===== src/rtl/sram_byte_bridge_pkg.sv =====
// Shared types and constants for the 65xx-to-SRAM byte bridge.
// Holds the FSM state encoding, the lane selectors and the timeout sizing helper.
package sram_bridge_pkg;

    localparam int unsigned DEF_CPU_AW      = 19;
    localparam int unsigned DEF_MEM_AW      = 18;
    localparam int unsigned DEF_TIMEOUT_CYC = 15;

    function automatic int unsigned tmr_width(input int unsigned limit);
        return $clog2(limit + 1);
    endfunction

    localparam int unsigned TMR_W = tmr_width(DEF_TIMEOUT_CYC);

    typedef enum logic [1:0] {
        ST_IDLE,
        ST_RD,
        ST_WR_FETCH,
        ST_WR_STORE
    } state_t;

    localparam logic       LANE_LO     = 1'b0;
    localparam logic       LANE_HI     = 1'b1;
    localparam logic [7:0] RD_ERR_BYTE = 8'hFF;

endpackage


===== src/rtl/sram_byte_bridge_if.sv =====
// CPU-side and SRAM-controller-side signals of the byte bridge.
// slave = bridge view, master = the view of whatever drives the CPU bus and SRAM controller.
interface sram_byte_bridge_if
    import sram_bridge_pkg::*;
#(
    parameter int unsigned CPU_AW = DEF_CPU_AW,
    parameter int unsigned MEM_AW = DEF_MEM_AW
) ();
    logic              cpu_stb;
    logic [CPU_AW-1:0] cpu_addr;
    logic [7:0]        cpu_wdata;
    logic              cpu_rd;
    logic              cpu_wr;
    logic [7:0]        cpu_rdata;
    logic              cpu_ready;
    logic [MEM_AW-1:0] mem_addr;
    logic [15:0]       mem_wdata;
    logic              mem_rd;
    logic              mem_wr;
    logic [15:0]       mem_rdata;
    logic              mem_ready;
    logic              err;

    modport slave (
        input  cpu_stb, cpu_addr, cpu_wdata, cpu_rd, cpu_wr, mem_rdata, mem_ready,
        output cpu_rdata, cpu_ready, mem_addr, mem_wdata, mem_rd, mem_wr, err
    );

    modport master (
        output cpu_stb, cpu_addr, cpu_wdata, cpu_rd, cpu_wr, mem_rdata, mem_ready,
        input  cpu_rdata, cpu_ready, mem_addr, mem_wdata, mem_rd, mem_wr, err
    );
endinterface


===== src/rtl/sram_byte_bridge_timer.sv =====
// Clearable saturating wait counter for the bridge; o_expired marks the
// LIMIT-th consecutive waiting cycle.
module sram_req_timer
    import sram_bridge_pkg::*;
#(
    parameter int unsigned LIMIT = DEF_TIMEOUT_CYC,
    parameter int unsigned W     = TMR_W
) (
    input  logic CLK0,
    input  logic reset_n,
    input  logic i_clr,
    input  logic i_inc,
    output logic o_expired
);
    logic [W-1:0] r_cnt;

    always_ff @(posedge CLK0) begin
        if (!reset_n) begin
            r_cnt <= '0;
        end else if (i_clr) begin
            r_cnt <= '0;
        end else if (i_inc && (r_cnt != '1)) begin
            r_cnt <= r_cnt + W'(1);
        end
    end

    assign o_expired = (r_cnt == W'(LIMIT - 1));
endmodule


===== src/rtl/sram_byte_bridge.sv =====
// 8-bit CPU bus to 16-bit SRAM bridge with read-modify-write byte stores and request timeout.
// Optional one-word cache: define SRAM_BRIDGE_WORD_CACHE_EN.
module sram_byte_bridge
    import sram_bridge_pkg::*;
#(
    parameter int unsigned CPU_AW      = DEF_CPU_AW,
    parameter int unsigned MEM_AW      = DEF_MEM_AW,
    parameter int unsigned TIMEOUT_CYC = DEF_TIMEOUT_CYC
) (
    input logic               CLK0,
    input logic               reset_n,
    sram_byte_bridge_if.slave bus
);
    state_t            r_state, w_state_nxt;
    logic              r_cpu_ready, w_cpu_ready_nxt;
    logic [7:0]        r_cpu_rdata, w_cpu_rdata_nxt;
    logic              r_mem_rd, w_mem_rd_nxt;
    logic              r_mem_wr, w_mem_wr_nxt;
    logic [MEM_AW-1:0] r_mem_addr, w_mem_addr_nxt;
    logic [15:0]       r_mem_wdata, w_mem_wdata_nxt;
    logic              r_err, w_err_nxt;
    logic              r_lane, w_lane_nxt;
    logic [7:0]        r_wbyte, w_wbyte_nxt;
    logic              w_tmr_clr, w_tmr_inc, w_tmr_exp;
    logic              w_sel_lane;
    logic [7:0]        w_sel_byte, w_rd_byte;
    logic [15:0]       w_src_word, w_merged;
`ifdef SRAM_BRIDGE_WORD_CACHE_EN
    logic              r_c_valid, w_c_valid_nxt;
    logic [MEM_AW-1:0] r_c_addr, w_c_addr_nxt;
    logic [15:0]       r_c_word, w_c_word_nxt;
    logic              w_c_hit;

    assign w_c_hit = r_c_valid && (r_c_addr == bus.cpu_addr[CPU_AW-1:1]);
`endif

    sram_req_timer #(.LIMIT(TIMEOUT_CYC), .W(tmr_width(TIMEOUT_CYC))) u_timer (
        .CLK0      (CLK0),
        .reset_n   (reset_n),
        .i_clr     (w_tmr_clr),
        .i_inc     (w_tmr_inc),
        .o_expired (w_tmr_exp)
    );

    // Byte lane source: in IDLE only the cache can supply a word, otherwise the SRAM read data.
    always_comb begin
        w_sel_lane = r_lane;
        w_sel_byte = r_wbyte;
        w_src_word = bus.mem_rdata;
`ifdef SRAM_BRIDGE_WORD_CACHE_EN
        if (r_state == ST_IDLE) begin
            w_sel_lane = bus.cpu_addr[0];
            w_sel_byte = bus.cpu_wdata;
            w_src_word = r_c_word;
        end
`endif
        w_merged  = w_src_word;
        w_rd_byte = w_src_word[7:0];
        unique case (w_sel_lane)
            LANE_LO: w_merged[7:0] = w_sel_byte;
            LANE_HI: begin
                w_merged[15:8] = w_sel_byte;
                w_rd_byte      = w_src_word[15:8];
            end
        endcase
    end

    always_ff @(posedge CLK0) begin
        if (!reset_n) r_state <= ST_IDLE;
        else          r_state <= w_state_nxt;
    end

    always_comb begin
        w_state_nxt     = r_state;
        w_cpu_ready_nxt = r_cpu_ready;
        w_cpu_rdata_nxt = r_cpu_rdata;
        w_mem_rd_nxt    = r_mem_rd;
        w_mem_wr_nxt    = r_mem_wr;
        w_mem_addr_nxt  = r_mem_addr;
        w_mem_wdata_nxt = r_mem_wdata;
        w_err_nxt       = r_err;
        w_lane_nxt      = r_lane;
        w_wbyte_nxt     = r_wbyte;
        w_tmr_clr       = 1'b0;
        w_tmr_inc       = 1'b0;
`ifdef SRAM_BRIDGE_WORD_CACHE_EN
        w_c_valid_nxt   = r_c_valid;
        w_c_addr_nxt    = r_c_addr;
        w_c_word_nxt    = r_c_word;
`endif
        if (bus.cpu_stb && (r_state != ST_IDLE)) w_err_nxt = 1'b1;

        case (r_state)
            ST_IDLE: begin
                if (bus.cpu_stb && (bus.cpu_wr || bus.cpu_rd)) begin
                    w_mem_addr_nxt  = bus.cpu_addr[CPU_AW-1:1];
                    w_lane_nxt      = bus.cpu_addr[0];
                    w_wbyte_nxt     = bus.cpu_wdata;
                    w_cpu_ready_nxt = 1'b0;
                    w_tmr_clr       = 1'b1;
                    w_mem_rd_nxt    = 1'b1;
                    w_state_nxt     = bus.cpu_wr ? ST_WR_FETCH : ST_RD;
`ifdef SRAM_BRIDGE_WORD_CACHE_EN
                    if (w_c_hit && bus.cpu_wr) begin
                        w_state_nxt     = ST_WR_STORE;
                        w_mem_rd_nxt    = 1'b0;
                        w_mem_wr_nxt    = 1'b1;
                        w_mem_wdata_nxt = w_merged;
                    end else if (w_c_hit) begin
                        w_state_nxt     = ST_IDLE;
                        w_mem_rd_nxt    = 1'b0;
                        w_cpu_ready_nxt = 1'b1;
                        w_cpu_rdata_nxt = w_rd_byte;
                    end
`endif
                end
            end
            ST_RD: begin
                if (bus.mem_ready) begin
                    w_cpu_rdata_nxt = w_rd_byte;
                    w_mem_rd_nxt    = 1'b0;
                    w_cpu_ready_nxt = 1'b1;
                    w_state_nxt     = ST_IDLE;
`ifdef SRAM_BRIDGE_WORD_CACHE_EN
                    w_c_valid_nxt   = 1'b1;
                    w_c_addr_nxt    = r_mem_addr;
                    w_c_word_nxt    = bus.mem_rdata;
`endif
                end else begin
                    w_tmr_inc = 1'b1;
                end
            end
            ST_WR_FETCH: begin
                if (bus.mem_ready) begin
                    w_mem_wdata_nxt = w_merged;
                    w_mem_rd_nxt    = 1'b0;
                    w_mem_wr_nxt    = 1'b1;
                    w_tmr_clr       = 1'b1;
                    w_state_nxt     = ST_WR_STORE;
`ifdef SRAM_BRIDGE_WORD_CACHE_EN
                    w_c_valid_nxt   = 1'b1;
                    w_c_addr_nxt    = r_mem_addr;
                    w_c_word_nxt    = bus.mem_rdata;
`endif
                end else begin
                    w_tmr_inc = 1'b1;
                end
            end
            ST_WR_STORE: begin
                if (bus.mem_ready) begin
                    w_mem_wr_nxt    = 1'b0;
                    w_cpu_ready_nxt = 1'b1;
                    w_state_nxt     = ST_IDLE;
`ifdef SRAM_BRIDGE_WORD_CACHE_EN
                    w_c_valid_nxt   = 1'b1;
                    w_c_addr_nxt    = r_mem_addr;
                    w_c_word_nxt    = r_mem_wdata;
`endif
                end else begin
                    w_tmr_inc = 1'b1;
                end
            end
            default: w_state_nxt = ST_IDLE;
        endcase

        // Abort overrides whatever the waiting state decided; the SRAM never sees a partial store.
        if (w_tmr_inc && w_tmr_exp) begin
            w_mem_rd_nxt    = 1'b0;
            w_mem_wr_nxt    = 1'b0;
            w_err_nxt       = 1'b1;
            w_cpu_ready_nxt = 1'b1;
            w_state_nxt     = ST_IDLE;
            if (r_state == ST_RD) w_cpu_rdata_nxt = RD_ERR_BYTE;
`ifdef SRAM_BRIDGE_WORD_CACHE_EN
            w_c_valid_nxt   = 1'b0;
`endif
        end
    end

    always_ff @(posedge CLK0) begin
        if (!reset_n) begin
            r_cpu_ready <= 1'b1;
            r_cpu_rdata <= '0;
            r_mem_rd    <= 1'b0;
            r_mem_wr    <= 1'b0;
            r_mem_addr  <= '0;
            r_mem_wdata <= '0;
            r_err       <= 1'b0;
            r_lane      <= LANE_LO;
            r_wbyte     <= '0;
`ifdef SRAM_BRIDGE_WORD_CACHE_EN
            r_c_valid   <= 1'b0;
            r_c_addr    <= '0;
            r_c_word    <= '0;
`endif
        end else begin
            r_cpu_ready <= w_cpu_ready_nxt;
            r_cpu_rdata <= w_cpu_rdata_nxt;
            r_mem_rd    <= w_mem_rd_nxt;
            r_mem_wr    <= w_mem_wr_nxt;
            r_mem_addr  <= w_mem_addr_nxt;
            r_mem_wdata <= w_mem_wdata_nxt;
            r_err       <= w_err_nxt;
            r_lane      <= w_lane_nxt;
            r_wbyte     <= w_wbyte_nxt;
`ifdef SRAM_BRIDGE_WORD_CACHE_EN
            r_c_valid   <= w_c_valid_nxt;
            r_c_addr    <= w_c_addr_nxt;
            r_c_word    <= w_c_word_nxt;
`endif
        end
    end

    assign bus.cpu_ready = r_cpu_ready;
    assign bus.cpu_rdata = r_cpu_rdata;
    assign bus.mem_rd    = r_mem_rd;
    assign bus.mem_wr    = r_mem_wr;
    assign bus.mem_addr  = r_mem_addr;
    assign bus.mem_wdata = r_mem_wdata;
    assign bus.err       = r_err;
endmodule


===== src/flat_wrapper.sv =====
// flat-port wrapper written by rule: the top's interface ports become plain ports
module sram_byte_bridge_flat import sram_bridge_pkg::*;
#(
    parameter int unsigned CPU_AW      = DEF_CPU_AW,
    parameter int unsigned MEM_AW      = DEF_MEM_AW,
    parameter int unsigned TIMEOUT_CYC = DEF_TIMEOUT_CYC
)
  (CLK0, reset_n, bus_cpu_stb, bus_cpu_addr, bus_cpu_wdata, bus_cpu_rd, bus_cpu_wr, bus_mem_rdata, bus_mem_ready, bus_cpu_rdata, bus_cpu_ready, bus_mem_addr, bus_mem_wdata, bus_mem_rd, bus_mem_wr, bus_err);
  sram_byte_bridge_if #(.CPU_AW(CPU_AW), .MEM_AW(MEM_AW)) bus_i ();
  input logic CLK0;
  input logic reset_n;
  input wire logic [$bits(bus_i.cpu_stb)-1:0] bus_cpu_stb;
  input wire logic [$bits(bus_i.cpu_addr)-1:0] bus_cpu_addr;
  input wire logic [$bits(bus_i.cpu_wdata)-1:0] bus_cpu_wdata;
  input wire logic [$bits(bus_i.cpu_rd)-1:0] bus_cpu_rd;
  input wire logic [$bits(bus_i.cpu_wr)-1:0] bus_cpu_wr;
  input wire logic [$bits(bus_i.mem_rdata)-1:0] bus_mem_rdata;
  input wire logic [$bits(bus_i.mem_ready)-1:0] bus_mem_ready;
  output wire logic [$bits(bus_i.cpu_rdata)-1:0] bus_cpu_rdata;
  output wire logic [$bits(bus_i.cpu_ready)-1:0] bus_cpu_ready;
  output wire logic [$bits(bus_i.mem_addr)-1:0] bus_mem_addr;
  output wire logic [$bits(bus_i.mem_wdata)-1:0] bus_mem_wdata;
  output wire logic [$bits(bus_i.mem_rd)-1:0] bus_mem_rd;
  output wire logic [$bits(bus_i.mem_wr)-1:0] bus_mem_wr;
  output wire logic [$bits(bus_i.err)-1:0] bus_err;
  assign bus_i.cpu_stb = bus_cpu_stb;
  assign bus_i.cpu_addr = bus_cpu_addr;
  assign bus_i.cpu_wdata = bus_cpu_wdata;
  assign bus_i.cpu_rd = bus_cpu_rd;
  assign bus_i.cpu_wr = bus_cpu_wr;
  assign bus_i.mem_rdata = bus_mem_rdata;
  assign bus_i.mem_ready = bus_mem_ready;
  assign bus_cpu_rdata = bus_i.cpu_rdata;
  assign bus_cpu_ready = bus_i.cpu_ready;
  assign bus_mem_addr = bus_i.mem_addr;
  assign bus_mem_wdata = bus_i.mem_wdata;
  assign bus_mem_rd = bus_i.mem_rd;
  assign bus_mem_wr = bus_i.mem_wr;
  assign bus_err = bus_i.err;
  sram_byte_bridge #(.CPU_AW(CPU_AW), .MEM_AW(MEM_AW), .TIMEOUT_CYC(TIMEOUT_CYC)) u_core (.CLK0(CLK0), .reset_n(reset_n), .bus(bus_i));
endmodule

===== config.mk =====
export PLATFORM = sky130hd
export DESIGN_NAME = sram_byte_bridge_flat
export DESIGN_NICKNAME = d
export VERILOG_FILES = /design/src/rtl/sram_byte_bridge_pkg.sv /design/src/rtl/sram_byte_bridge_if.sv /design/src/rtl/sram_byte_bridge_timer.sv /design/src/rtl/sram_byte_bridge.sv /design/src/flat_wrapper.sv
export SDC_FILE = /design/constraint.sdc
export NUM_CORES = 1
export LEC_CHECK = 0
export BUFFER_PORTS_ARGS = -buffer_cell sky130_fd_sc_hd__buf_2
export CAP_MARGIN = 20
export CORE_UTILIZATION = 23
export CTS_CLUSTER_DIAMETER = 60
export DETAILED_ROUTE_END_ITERATION = 7
export PLACE_DENSITY_LB_ADDON = 0.3
export SYNTH_ARGS = -nofsm -noshare
export SYNTH_HDL_FRONTEND = slang
export SYNTH_SLANG_ARGS = --single-unit

===== constraint.sdc =====
create_clock -name CLK0 -period 4.29 [get_ports CLK0]
set_clock_uncertainty 0.1 [all_clocks]
set_input_delay 0.2145 -clock CLK0 [delete_from_list [all_inputs] [get_ports CLK0]]
set_output_delay 0.2145 -clock CLK0 [all_outputs]
set_load 0.1 [all_outputs]

==> results of run 1 <==
[power groups by stage]
stage	Combinational [mW]	Clock, mW	Sequential [mW]
finish	0.923	0.898	0.721
floorplan	0.343	0	1.17
detailed placement	0.932	0	0.734
global placement	0.927	0	0.732
global route	0.994	0.943	0.737
CTS	0.933	0.918	0.723
[worst paths after layout]
kind	start	to	slack, ps	depth (start not counted)
max	u_core.r_state[0]	u_core.u_timer.r_cnt[1]	2010	6
min	bus_cpu_addr[16]	u_core.bus.mem_addr[15]	20	3
max reg2reg	u_core.r_state[0]	u_core.u_timer.r_cnt[1]	2010	6
min reg2reg	u_core.bus.mem_wdata[15]	u_core.bus.mem_wdata[15]	340	2
[state kept, by name, indices dropped and copies added (netlist names)]
name                  flops
u_core.bus.mem_addr      18
u_core.bus.mem_wdata     16
u_core.bus.cpu_rdata      8
u_core.r_wbyte            8
u_core.u_timer.r_cnt      4
u_core.r_state            2
u_core.bus.cpu_ready      1
u_core.bus.err            1
u_core.bus.mem_rd         1
u_core.bus.mem_wr         1
u_core.r_lane             1
[stage by stage]
step           power, mW  area (um2)
6_report           2.542        3571
5_1_grt            2.674        3571
4_1_cts            2.574        3571
3_5_place_dp       1.666        3201
3_3_place_gp       1.659        3201
2_1_floorplan      1.508        2634
[layout by cell type, fill, tap and decap left out, types with 2 or more instances in the layout]
master and n:
dfxtp_1 61, nor2_1 13, ha_1 7, a21boi_0 15
a21oi_1 13, buf_4 2, inv_6 2, a211oi_1 4
o21ai_0 16, nand2_1 76, inv_1 5, a21boi_1 20
bufinv_16 4, or2_2 2, mux2i_1 25, clkbuf_16 9
nor3_1 2, nand3_1 2, buf_2 94, xor2_1 2
[logic make-up after synthesis]
kind of cell | Yosys count
compound gates | 76
mux | 25
xor+xnor | 3
flops | 61
buf+inv | 21
simple gates | 100
fa+ha+maj | 7
[metal layers]
layer / vias up / share of wire (%) / track usage [%]
met5: - / 0 / 0
met4: 0 / 0.87 / 4.054
met3: 8 / 6.2 / 3.766
met2: 64 / 48 / 20.31
met1: 1064 / 45 / 14.52
li1: 1171 / - / -
[worst max-delay path, cell delays in order, from the launching register on]
cell      delay (ps)
dfxtp_1          370
inv_1            100
ha_1             250
inv_1            130
or2_1            790
nand2_1          250
a211oi_1         210
[synth_stat cells (2+ instances only)]
cell	count	share of area [%]
buf_2	3	0.57
a211oi_1	4	1.1
nor3_1	2	0.38
ha_1	7	3.3
or2_2	2	0.47
buf_6	2	0.86
a21boi_0	15	4.3
inv_1	5	0.71
a21oi_1	13	2.5
xor2_1	2	0.67
buf_4	4	1.1
a21boi_1	20	5.7
nor2_1	13	1.9
dfxtp_1	61	46
nand2_1	76	11
o21ai_0	16	3.0
nand3_1	2	0.38
clkbuf_1	7	1.0
mux2i_1	25	9.5
[final cells by class]
type / count / area (um2) / area share [%]
inverter: 5 / 18.77 / 0.5256
clock buffer: 9 / 225.2 / 6.307
tap: 140 / 175.2 / 4.905
timing repair buffer: 96 / 485.5 / 13.59
sequential: 61 / 1221 / 34.20
multi-input combinational: 211 / 1300 / 36.41
clock inverter: 7 / 145.1 / 4.064
==> flow_summary_export.csv, run 1 <==
group,metric,value,unit
status,outcome,"complete, no violations",
worst_setup_path,end_kind,"flip-flop",
worst_setup_path,setup.worst_path.class,"reg -> reg",
synthesis,synth-edff-count,0,
cts,cts_tree,"done",
synthesis,synthMuxAreaShare,9.501,%
cts,cts_sinks,61,
power,p_seq_share,28.4,%
floorplan,coreArea,10980,um2
placed_design,placed_cells,513,
floorplan,io_pins,95,
power,sw_frac_of_total,41.16,%
cts,cts-resized-gates,0,
grt,grt-ovfl-total,0,
synthesis,yosys_warnings,0,
placed_design,place_congestion,0.7438,
synthesis,yosys.area_share.simple,15.30,%
floorplan,die_y,109.0,um
sta,period_share,53.16,%
synthesis,synth-async-reset-ratio,0,%
finish,layout-drive-gt1-share,30.33,%
power,power_density,712.0,nW/um2
synthesis,netlist_instances,293,
synthesis,synth_xor_area_share,0.9976,%
detailed_routing,drcViolationCount,0,
sta,final_hold_viol_count,0,
detailed_routing,drt-total-wl,6817,um
floorplan,dieArea,11880,um2
job,maxCapViolations,0,
synthesis,synth-compound-area-share,20.24,%
grt,track_usage,12.09,%
sta,max_freq,438.5,MHz
grt,grt_pass1_wl,10970,um
grt,grt_pass1_vias,2246,
finish,fin_util,32.51,%
grt,grt_max_degree,40,
power,peakVddDrop,0.2327,mV
finish,num_antenna_cells,0,
cts,cts-buffers-inserted,9,
worst_setup_path,arrival,2420,ps
sta,worst_slew_pin_slew,1005,ps
detailed_routing,viasPerCell,4.361,
sta,rsz0062_at_grt,"false",
finish,nets,440,
cts,root_buffer,"clkbuf_16",
detailed_routing,post_drt_wl_per_cell,12.89,um
finish,fillCellCount,1166,
finish,fin_cells,529,
synthesis,ys_types,33,
cts,path_clk_slew,60,ps
synthesis,syn_area,2634,um2
power,p_leak,1.531,nW
sta,min_period,2281,ps
synthesis,yosysSeqAreaShare,46.37,%
sta,setup_viol,0,
synthesis,synth_top_family_by_area,"compound AO/OA/AOI/OAI gates",
power,combPwrFrac,36.3,%
cts,clk_latency,320,ps
cts,clock_tree.buffer_depth,2,
power,power.switching,1.046,mW
cts,cts_setup_buffers,0,
grt,antenna_found_initial,0,
power,pwr-share-clk,35.3,%
synthesis,ys_ff_latch,61,
placed_design,place_ws,1983,ps
sta,setup_slack,2009,ps
finish,area_growth_syn_to_layout,35.58,%
worst_setup_path,critPathMaxFanout,28,
sta,relSlewSlack,33.01,%
detailed_routing,firstDrtPassIters,3,
sta,fin_setup_tns,0,ps
hold_path,holdCritPathClass,"in -> reg",
floorplan,fp.dieW,109.0,um
synthesis,synth.avg_cell_area,8.989,um2
floorplan,row_count,38,
synthesis,synth_fa_ha_area_share,3.325,%
cts,holdBufCountCts,0,
floorplan,start_util,23.98,%
placed_design,portBuffers,94,
worst_setup_path,critPathRequiredTime,4430,ps
synthesis,synth_flop_cell,"dfxtp_1",
sta,slew_viol_final,0,
detailed_routing,vias,2307,
sta,holdWs,23.68,ps
placed_design,dp_hpwl,5056,um
detailed_routing,ant_nets,0,
power,internal_power,1.496,mW
cts,cts_max_level,3,
detailed_routing,drt_iter0_markers,94,
worst_setup_path,startpoint_type,"flip-flop",
synthesis,synthesis.nets,349,
(Power assumes the default switching activity.)
==> run 2: changes to the inputs <==
Clock period 4.29 ns to 1.89 ns, I/O delays scaled along.
==> flow_summary_export.csv, run 2 (synthesized netlist as in run 1, its figures left out) <==
group,metric,value,unit
finish,fin_util,36.77,%
grt,grt_max_degree,26,
sta,slew_viol_final,0,
detailed_routing,post_drt_wl_per_cell,13.07,um
worst_setup_path,cpMostUsedCell,"inv_1",
floorplan,start_util,23.98,%
worst_setup_path,crit_chain,"inv_1 > ha_1 > inv_1 > or2_1 > buf_4 > nand2_1 > a21boi_1",
finish,layout_common_cells,"94 x buf_2, 74 x nand2_1, 61 x dfxtp_1, 43 x dlygate4sd3_1, 25 x mux2i_1",
worst_setup_path,slowest_delay,380,ps
floorplan,die_y,109.0,um
finish,fin_cells,578,
cts,cts_tree,"done",
placed_design,place_congestion,0.7711,
detailed_routing,drcViolationCount,0,
floorplan,fp.dieW,109.0,um
cts,cts_max_level,3,
detailed_routing,drt-total-wl,7554,um
detailed_routing,vias,2497,
finish,largest_reg_flops,18,
hold_path,holdCritPathClass,"in -> reg",
finish,fillCellCount,1099,
power,power_density,1426,nW/um2
grt,track_usage,13.40,%
cts,root_buffer,"clkbuf_16",
power,p_leak,1.729,nW
worst_setup_path,cp_slowest_cell,"dfxtp_1",
floorplan,coreArea,10980,um2
worst_setup_path,end_kind,"flip-flop",
cts,clk_latency,330,ps
sta,period_share,90.77,%
sta,relSlewSlack,66.18,%
detailed_routing,ant_nets,0,
power,peakVddDrop,0.7626,mV
floorplan,row_count,38,
placed_design,dp_hpwl,5245,um
worst_setup_path,arrival,1870,ps
worst_setup_path,startpoint_type,"flip-flop",
sta,final_hold_viol_count,0,
detailed_routing,drt_iter0_markers,124,
sta,holdWs,21.34,ps
detailed_routing,firstDrtPassIters,4,
placed_design,placed_cells,519,
grt,antenna_found_initial,0,
grt,grt_pass1_vias,2470,
status,outcome,"complete, no violations",
detailed_routing,viasPerCell,4.320,
worst_setup_path,critPathMaxFanout,18,
sta,min_period,1716,ps
finish,layout-drive-gt1-share,28.77,%
cts,clock_tree.buffer_depth,2,
sta,fin_setup_tns,0,ps
finish,num_antenna_cells,0,
finish,area_growth_syn_to_layout,53.35,%
cts,path_clk_slew,50,ps
placed_design,portBuffers,94,
cts,cts-buffers-inserted,9,
cts,cts_sinks,61,
finish,nets,489,
grt,grt_pass1_wl,11970,um
job,maxCapViolations,0,
grt,grt-ovfl-total,0,
sta,setup_viol,0,
worst_setup_path,setup.worst_path.class,"reg -> reg",
floorplan,dieArea,11880,um2
cts,cts_setup_buffers,0,
sta,max_freq,582.9,MHz
finish,final_common_cell,"buf_2",
worst_setup_path,critPathRequiredTime,2050,ps
sta,worst_slew_pin_slew,510.8,ps
sta,rsz0062_at_grt,"false",
floorplan,io_pins,95,
[run 2: cell types whose count changed in the layout (fill, tap and decap cells not counted), sizes merged]
cell / change
clkinv: +2
clkbuf: +1
bufinv: -1
inv: -2
dlygate4sd3: +43
buf: +6
[run 2: where the power goes]
| part | switching [mW] | internal (mW) |
|---|---|---|
| registers | 0.129 | 1.49 |
| logic | 1.68 | 0.577 |
| clock network | 0.592 | 1.29 |
[run 2: metrics by stage]
step                power (mW)  instance area, um2  setup WS (ps)
global placement         3.815                3258          26.01
CTS                      5.828                4031          61.10
detailed placement       3.842                3258         -4.034
floorplan                3.422                2634          300.9
finish                   5.761                4039          174.4
global route             6.074                4039          24.57
[run 2: repair_timing]
item	4_1_cts	5_1_grt
pin swaps	0	0
resized for setup	1	2
endpoints found under the hold margin	43	0
endpoints found under the setup margin	7	11
hold buffers	43	0
[run 2: final timing paths]
check	startpoint	cells after the start	to	slack, ps
worst max register to register	u_core.r_state[0]	7	u_core.bus.mem_addr[5]	170
worst max-delay path	u_core.r_state[0]	7	u_core.bus.mem_addr[5]	170
worst min-delay path	bus_cpu_stb	3	u_core.bus.err	20
worst min register to register	u_core.bus.mem_wdata[1]	2	u_core.bus.mem_wdata[1]	350
[run 2: final cells by class]
| type | count | area [um2] | area share, % |
|---|---|---|---|
| clock inverters | 6 | 111.4 | 2.757 |
| multi-input cells | 211 | 1310 | 32.44 |
| inverters | 5 | 18.77 | 0.4647 |
| flip-flops and latches | 61 | 1221 | 30.24 |
| repair buffers | 145 | 973.4 | 24.10 |
| clock buffers | 10 | 229.0 | 5.669 |
| well taps | 140 | 175.2 | 4.337 |
[run 2: routing by layer]
metal,up-vias,routed length [um],global-route usage [%]
met5,-,0,0
li1,1265,-,-
met3,7,458,5.499
met2,76,3682,22.46
met1,1149,3324,15.32
met4,0,89,4.537
[run 2: worst max-delay path: cells and delay by family, from the launching register on]
family	cells	cell delay [ps]
flip-flops	1	380
AND/OR/NAND/NOR	2	240
adder cells (fa/ha/maj)	1	260
buffers and inverters	3	510
AO/OA/AOI/OAI	1	150
